## config.mk

```make
export PLATFORM = sky130hd
export DESIGN_NAME = enc8to3_arb
export DESIGN_NICKNAME = d
export VERILOG_FILES = /design/src/rtl/enc8to3_pkg.sv /design/src/rtl/prienc8to3.sv /design/src/rtl/enc8to3_arb.sv
export SDC_FILE = /design/constraint.sdc
export NUM_CORES = 1
export LEC_CHECK = 0
export ABC_CLOCK_PERIOD_IN_PS = 2500
export CORE_ASPECT_RATIO = 1.2
export CORE_MARGIN = 2
export CORE_UTILIZATION = 35
export DETAILED_ROUTE_END_ITERATION = 8
export PLACE_DENSITY = 0.63
export SLEW_MARGIN = 10
export SYNTH_ARGS = -nofsm -noshare
export SYNTH_HDL_FRONTEND = slang
export SYNTH_SLANG_ARGS = --single-unit
```

## constraint.sdc

```tcl
create_clock -name clk -period 2.5 [get_ports clk]
set_input_delay 0.5 -clock clk [delete_from_list [all_inputs] [get_ports clk]]
set_output_delay 0.5 -clock clk [all_outputs]
set_load 0.02 [all_outputs]
```

## src/rtl/enc8to3_pkg.sv

```systemverilog
// Shared types and helpers for the sticky 8-to-3 priority encoder.
// N_REQ and CODE_W are fixed; the block is not parameterised.
package enc8to3_pkg;

    localparam int N_REQ  = 8;
    localparam int CODE_W = 3;

    typedef enum logic {
        IDLE = 1'b0,
        HOLD = 1'b1
    } state_t;

    function automatic logic [N_REQ-1:0] onehot(input logic [CODE_W-1:0] code);
        logic [N_REQ-1:0] r;
        r       = '0;
        r[code] = 1'b1;
        return r;
    endfunction

endpackage

```

## src/rtl/prienc8to3.sv

```systemverilog
// Combinational highest-set-bit encoder: bit 7 has top priority.
// any_o flags a non-zero input; code_o is 0 when nothing is set.
module prienc8to3
    import enc8to3_pkg::*;
(
    input  logic [N_REQ-1:0]  vec_i,
    output logic [CODE_W-1:0] code_o,
    output logic              any_o
);

    // Ascending scan so the last (highest) set bit overwrites lower ones.
    always_comb begin
        code_o = '0;
        for (int i = 0; i < N_REQ; i++) begin
            if (vec_i[i]) begin
                code_o = i[CODE_W-1:0];
            end
        end
        any_o = |vec_i;
    end

endmodule

```

## src/rtl/enc8to3_arb.sv

```systemverilog
// Sticky request capture serialised into 3-bit codes, highest index first.
// Handshake: code is offered while valid=1 and is consumed on the cycle valid & ready.
module enc8to3_arb
    import enc8to3_pkg::*;
(
    input  logic              clk,
    input  logic              rst,
    input  logic              en,
    input  logic [N_REQ-1:0]  req,
    input  logic              ready,
    output logic [CODE_W-1:0] code,
    output logic              valid,
    output logic [N_REQ-1:0]  pending
);

    state_t              state_q, state_d;
    logic [CODE_W-1:0]   code_q, code_d;
    logic                valid_q, valid_d;
    logic [N_REQ-1:0]    pending_q, pending_d;

    logic [N_REQ-1:0]    new_w;
    logic [N_REQ-1:0]    load_w;
    logic [N_REQ-1:0]    nxt_w;
    logic                hs_w;
    logic [CODE_W-1:0]   load_code_w, nxt_code_w;
    logic                load_any_w, nxt_any_w;

    assign new_w  = req & {N_REQ{en}};
    assign hs_w   = valid_q & ready;
    assign load_w = pending_q | new_w;
    // New captures are OR-ed after the clear so a re-request of the served code survives.
    assign nxt_w  = (pending_q & ~onehot(code_q)) | new_w;

    assign pending_d = hs_w ? nxt_w : load_w;

    prienc8to3 u_pri_load (
        .vec_i  (load_w),
        .code_o (load_code_w),
        .any_o  (load_any_w)
    );

    prienc8to3 u_pri_nxt (
        .vec_i  (nxt_w),
        .code_o (nxt_code_w),
        .any_o  (nxt_any_w)
    );

    always_comb begin
        state_d = state_q;
        code_d  = code_q;
        valid_d = valid_q;
        unique case (state_q)
            IDLE: begin
                if (load_any_w) begin
                    code_d  = load_code_w;
                    valid_d = 1'b1;
                    state_d = HOLD;
                end
            end
            HOLD: begin
                // Without a handshake the presented code is never preempted.
                if (ready) begin
                    if (nxt_any_w) begin
                        code_d = nxt_code_w;
                    end else begin
                        valid_d = 1'b0;
                        state_d = IDLE;
                    end
                end
            end
            default: begin
                state_d = IDLE;
                valid_d = 1'b0;
            end
        endcase
    end

    always_ff @(posedge clk) begin
        if (rst) begin
            state_q   <= IDLE;
            code_q    <= '0;
            valid_q   <= 1'b0;
            pending_q <= '0;
        end else begin
            state_q   <= state_d;
            code_q    <= code_d;
            valid_q   <= valid_d;
            pending_q <= pending_d;
        end
    end

    assign code    = code_q;
    assign valid   = valid_q;
    assign pending = pending_q;

    a_valid_matches_state: assert property (@(posedge clk) disable iff (rst)
        valid_q == (state_q == HOLD));

    a_stall_holds_code: assert property (@(posedge clk) disable iff (rst)
        (valid_q && !ready) |=> (valid_q && $stable(code_q)));

endmodule

```

==> out/metrics.cfg, run 1 <==
[outcome]
outcome=finished clean

[clocking]
clockBufferDepth=2
cts_tree=built
cts_sinks=13
cts_buffers=3
cts_max_level=1
ctsHoldBuffers=0
post_cts_buffers=0
clk-insertion-delay-late_ns=0.29
post_cts_resized=0
root_buffer=clkbuf_4
clkTransAtPathRegs_ns=0.09

[synth]
post-synth-top-area-fraction_pct=28.3
yosysWarnings=0
seq_area_frac_synth_pct=28.3
yosysUniqueCellTypes=38
synth_top_cell_by_area=dfxtp_1
ys_top_cells_by_area=dfxtp_1, nand2_1, o21ai_0, a21oi_1, nand2b_1
synthCells=119
synth_area_per_cell_sq_um=7.74
syn_area_sq_um=921
ys_seq_elements=13
synth_fp_nets=131

[worst_setup_path]
crit_arrival_ns=2.38
path_cells=clkdlybuf4s50_1, buf_4, o21a_1, a2111oi_0, a2111oi_0, a2111oi_0, a311o_1, mux2i_1
crit_required_ns=2.68
crit_buf_inv=2
crit_fanout=17
path_class=in2reg
critical-path-top-delay-family=compound AO/OA/AOI/OAI gates
cp-end-kind=flop
worstSetupStartpointType=input port
path_common_cell=a2111oi_0
max_stage_delay_ns=0.46
worst_path_max_delay_cell=clkdlybuf4s50_1

[placement]
gp_congestion=0.869
preCtsSetupSlack_ns=-0.0123
place_hpwl_mm=1.90
dp_cells=175
portBuffers=23

[sta]
grt_setup_unrepaired=false
skew_ns=0.00111
finalSetupTns_ns=0
max_freq_mhz=455
final_hold_viol_count=0
tightest_slew_ns=0.591
drv_slew=0
max_slew_margin_pct=60.4
fin_ws_ns=0.304
setup_viol=0
period_share_pct=87.8
final.min_clock_period_ns=2.20

[grt]
gr-total-overflow=0
grt_pass1_vias=929
grt_max_degree=18
grt_usage_pct=19.0
antenna_found_initial=0
grt_pass1_wl_mm=4.22

[final_layout]
nFillCells=266
ff_latch_area_sq_um=260
area_growth_pct=32.9
final_common_cell=clkdlybuf4s50_1
fin_cells=179
n_antenna_cell=0
most-common-layout-cells=clkdlybuf4s50_1, nand2_1, dfxtp_1
multiInputGateArea_sq_um=613
layout-drive-gt1-share_pct=11.6
final_nets=159

[drt]
drtIter0Drc=33
wl_mm=2.57
vias_per_cell=5.52
vias=988
drc=0
dr.pass1.iters=4
ant_nets=0
wl_per_cell_um=14.4

[floorplan]
dieHeight_um=60.2
core_region_area_sq_um=2530
die_w_um=50.8
ioPinCount=24
die_area_sq_um=3060
rows=20
initial_utilization_pct=36.4

[pwr]
leakagePower_nw=0.460
ir_worst_vdd_v=0.000241
cellPowerDensity_nw_per_um2=523

[min_path]
min_path_type=reg2reg

[flow_run]
maxCapViolations=0

[path summary, 6_finish.rpt]
check | startpoint | end | slack [ns] | cells past startpoint
worst max-delay path | en | code[0] | 0.30 | 8
worst min-delay path | pending[0] | pending[0] | 0.51 | 2
worst max register to register | code[0] | code[0] | 0.57 | 6
worst min register to register | pending[0] | pending[0] | 0.51 | 2
[cells by family after synthesis]
family / after synthesis / share of synthesized area (%)
and+or+nand+nor: 48 / 28.4
AOI/OAI and AO/OA: 47 / 34.9
DFF: 13 / 28.3
buffers and inverters: 8 / 5.16
muxes: 3 / 3.26
[flip-flops by register name, summed over array words and instances, names as in the netlist]
name and flops:
code 3, pending 8, state_q 1, valid 1
[per-layer routing]
layer / global-route usage, % / routed length [um] / vias up
li1: - / - / 496
met1: 23.3 / 1090 / 450
met2: 30.6 / 1240 / 35
met3: 2.75 / 182 / 7
met4: 13.5 / 61 / 0
met5: 0 / 0 / -
[worst register-to-register path, stage by stage (launching register included)]
cell and delay, ns:
dfxtp_1 0.58, nand3_1 0.19, a221oi_2 0.29, nand2_1 0.15, nor4_4 0.34, nor2_2 0.13
mux2i_1 0.13
[layout make-up]
type                    instances  share of cell area [%]
clock buffers                   4                    2.15
inverters                       2                   0.613
multi-input cells              98                    50.1
flip-flops and latches         13                    21.3
well taps                      33                    3.37
repair buffers                 29                    22.5
[Yosys cell counts (all sizes together)]
master	n
or3	1
nand2	15
nand3b	3
nor2	10
nor3	2
a311o	1
a2111oi	3
buf	5
mux2i	3
dfxtp	13
a211o	1
a221oi	1
a21o	2
a21boi	3
a211oi	2
a21oi	12
nor2b	1
o21ai	12
o21a	2
a31oi	1
inv	2
o31ai	4
nand3	6
clkbuf	1
nor4	1
or3b	1
nand2b	7
nand4	1
a22o	3
[stage by stage]
step	hold slack (ns)	cell area, sq um	total power [mW]	utilization (%)
final	0.510	1220	0.640	48.4
after global routing	0.542	1220	0.675	48.4
after CTS	0.513	1220	0.645	48.4
after detailed placement	0.499	1200	0.499	47.4
after global placement	0.494	1200	0.499	47.4
after floorplan	0.572	921	0.408	-
[power breakdown]
group / switching, mW / internal, mW / total [mW]
logic: 0.114 / 0.111 / 0.225
clock network: 0.0825 / 0.0623 / 0.145
registers: 0.0427 / 0.227 / 0.270
total: 0.239 / 0.400 / 0.640
No activity file was read; power rests on OpenSTA's default activity.
==> run 2: changes to the inputs <==
- CORE_UTILIZATION: 35 -> 51
- PLACE_DENSITY: 0.63 -> 0.85
==> run 2 against run 1 <==
- maximum frequency shrank 5.1%
- sequential power is essentially flat
- first-iteration DRC count grew 58%
- via count grew 5.8%
- clock skew grew 0.0038 ns
- highest routed layer unchanged
- largest power group unchanged
- combinational power grew 3%
- largest cell class unchanged
- sequential share of layout area shrank 0.15 points
==> out/metrics.cfg, run 2 (synthesis gave the netlist of run 1 again) <==
[outcome]
outcome=finished clean

[drt]
vias_per_cell=6.30  ; +14%
wl_mm=2.59  ; +0.66%
ant_nets=0  ; unchanged
vias=1045  ; +5.8%
dr.pass1.iters=4  ; unchanged
wl_per_cell_um=15.6  ; +8.5%
drtIter0Drc=52  ; +58%
drc=0  ; unchanged

[final_layout]
most-common-layout-cells=clkdlybuf4s50_1, nand2_1, dfxtp_1
layout-drive-gt1-share_pct=12.8  ; +1.2 points
largest_register_ffs=8  ; unchanged
design_area_sq_um=1230  ; +0.72%
nFillCells=144  ; -46%
area_growth_pct=33.8
post-route-util_pct=74.2  ; +26 points
final_common_cell=clkdlybuf4s50_1
n_antenna_cell=0  ; unchanged
final_nets=161  ; +1.3%

[worst_setup_path]
crit_arrival_ns=2.48  ; +0.10 ns
worstSetupStartpointType=input port
cp-end-kind=flop
crit_fanout=13  ; -4
path_class=in2reg
crit_required_ns=2.66  ; -0.02 ns

[pwr]
pwr-share-seq_pct=42.7  ; +0.5 points
cellPowerDensity_nw_per_um2=516  ; -1.3%
internal-power_mw=0.405  ; +1.1%
power_mw=0.636  ; -0.55%
pwr-share-clk_pct=20.9  ; -1.7 points
swShare_pct=36.4  ; -1.0 points
pwr-share-comb_pct=36.4  ; +1.3 points
switchingPower_mw=0.231  ; -3.3%
leakagePower_nw=0.473  ; +3.0%
ir_worst_vdd_v=0.000403  ; +68%

[sta]
hold_ws_ns=0.516  ; +0.00562 ns
fin_ws_ns=0.185  ; -0.119 ns
tightest_slew_ns=0.462  ; -0.129 ns
final.min_clock_period_ns=2.31  ; +0.119 ns
skew_ns=0.00489  ; +0.00378 ns
drv_slew=0  ; unchanged
max_freq_mhz=432  ; -5.1%
grt_setup_unrepaired=false
max_slew_margin_pct=68.4  ; +8.0 points
period_share_pct=92.6  ; +4.7 points
setup_viol=0  ; unchanged
final_hold_viol_count=0  ; unchanged

[grt]
grt_usage_pct=26.9  ; +7.9 points
grt_pass1_wl_mm=4.38  ; +3.8%
antenna_found_initial=0  ; unchanged
grt_max_degree=14  ; -4
grt_pass1_vias=1014  ; +9.1%
gr-total-overflow=0  ; unchanged

[floorplan]
initial_utilization_pct=55.4  ; +19 points
die_area_sq_um=2160  ; -29%
rows=16  ; -20%
die_w_um=42.8  ; -16%
dieHeight_um=50.6  ; -16%
ioPinCount=24  ; unchanged
core_region_area_sq_um=1660  ; -34%

[clocking]
post_cts_buffers=0  ; unchanged
cts_sinks=13  ; unchanged
cts_max_level=1  ; unchanged
cts_buffers=3  ; unchanged
post_cts_resized=0  ; unchanged
root_buffer=clkbuf_4
ctsHoldBuffers=0  ; unchanged
clockBufferDepth=2  ; unchanged
cts_tree=built
clk-insertion-delay-late_ns=0.28  ; about the same
clkTransAtPathRegs_ns=0.08  ; about the same

[placement]
gp_congestion=0.993  ; +14%
portBuffers=23  ; unchanged
dpl-instance-area_sq_um=1210  ; +0.73%
preCtsSetupSlack_ns=-0.0566  ; -0.0443 ns
place_hpwl_mm=1.97  ; +3.7%

[flow_run]
maxCapViolations=0  ; unchanged

[min_path]
min_path_type=reg2reg

[run 2: changes by cell type in the layout (fill, tap and decap cells not counted), sizes merged]
cell	delta
buf	+2
[run 2: metal layers]
layer	global-route usage, %	vias to the layer above	part of all wire, %
met1	33.5	483	39
met2	43.4	57	50
li1	-	496	-
met4	14.6	0	2.4
met5	0	-	0
met3	4.68	9	8.0
[run 2: critical path: stages]
cell,delay (ns)
clkdlybuf4s50_1,0.46
buf_4,0.19
buf_12,0.14
nand2_1,0.07
a21boi_0,0.26
nand2_1,0.15
nor4_4,0.42
nor2_2,0.14
mux2i_1,0.14
[run 2: cell type report]
type / instances / area [sq um] / area share [%]
Inverter: 2 / 7.51 / 0.609
Tap cell: 18 / 22.5 / 1.83
Timing Repair Buffer: 31 / 303 / 24.6
Clock buffer: 4 / 26.3 / 2.13
Sequential cell: 13 / 260 / 21.1
Multi-Input combinational cell: 98 / 613 / 49.7
[run 2: final timing paths]
path	start	depth (start not counted)	slack (ns)	end
worst max-delay path	en	9	0.19	code[0]
worst min-delay path	pending[0]	2	0.52	pending[0]
worst max register to register	code[1]	6	0.50	code[0]
worst min register to register	pending[0]	2	0.52	pending[0]
[run 2: per-stage QoR]
stage | cells | setup TNS (ns)
after floorplan | 119 | 0
after global placement | 162 | -0.132
after detailed placement | 162 | -0.195
after CTS | 166 | 0
after global routing | 166 | 0
final | 166 | 0
[run 2: power groups by stage]
| stage | Clock, mW | Combinational [mW] | Sequential (mW) |
|---|---|---|---|
| 2_1_floorplan | 0 | 0.134 | 0.273 |
| 3_3_place_gp | 0 | 0.225 | 0.274 |
| 3_5_place_dp | 0 | 0.229 | 0.275 |
| 4_1_cts | 0.133 | 0.231 | 0.270 |
| 5_1_grt | 0.144 | 0.253 | 0.275 |
| 6_report | 0.133 | 0.232 | 0.271 |
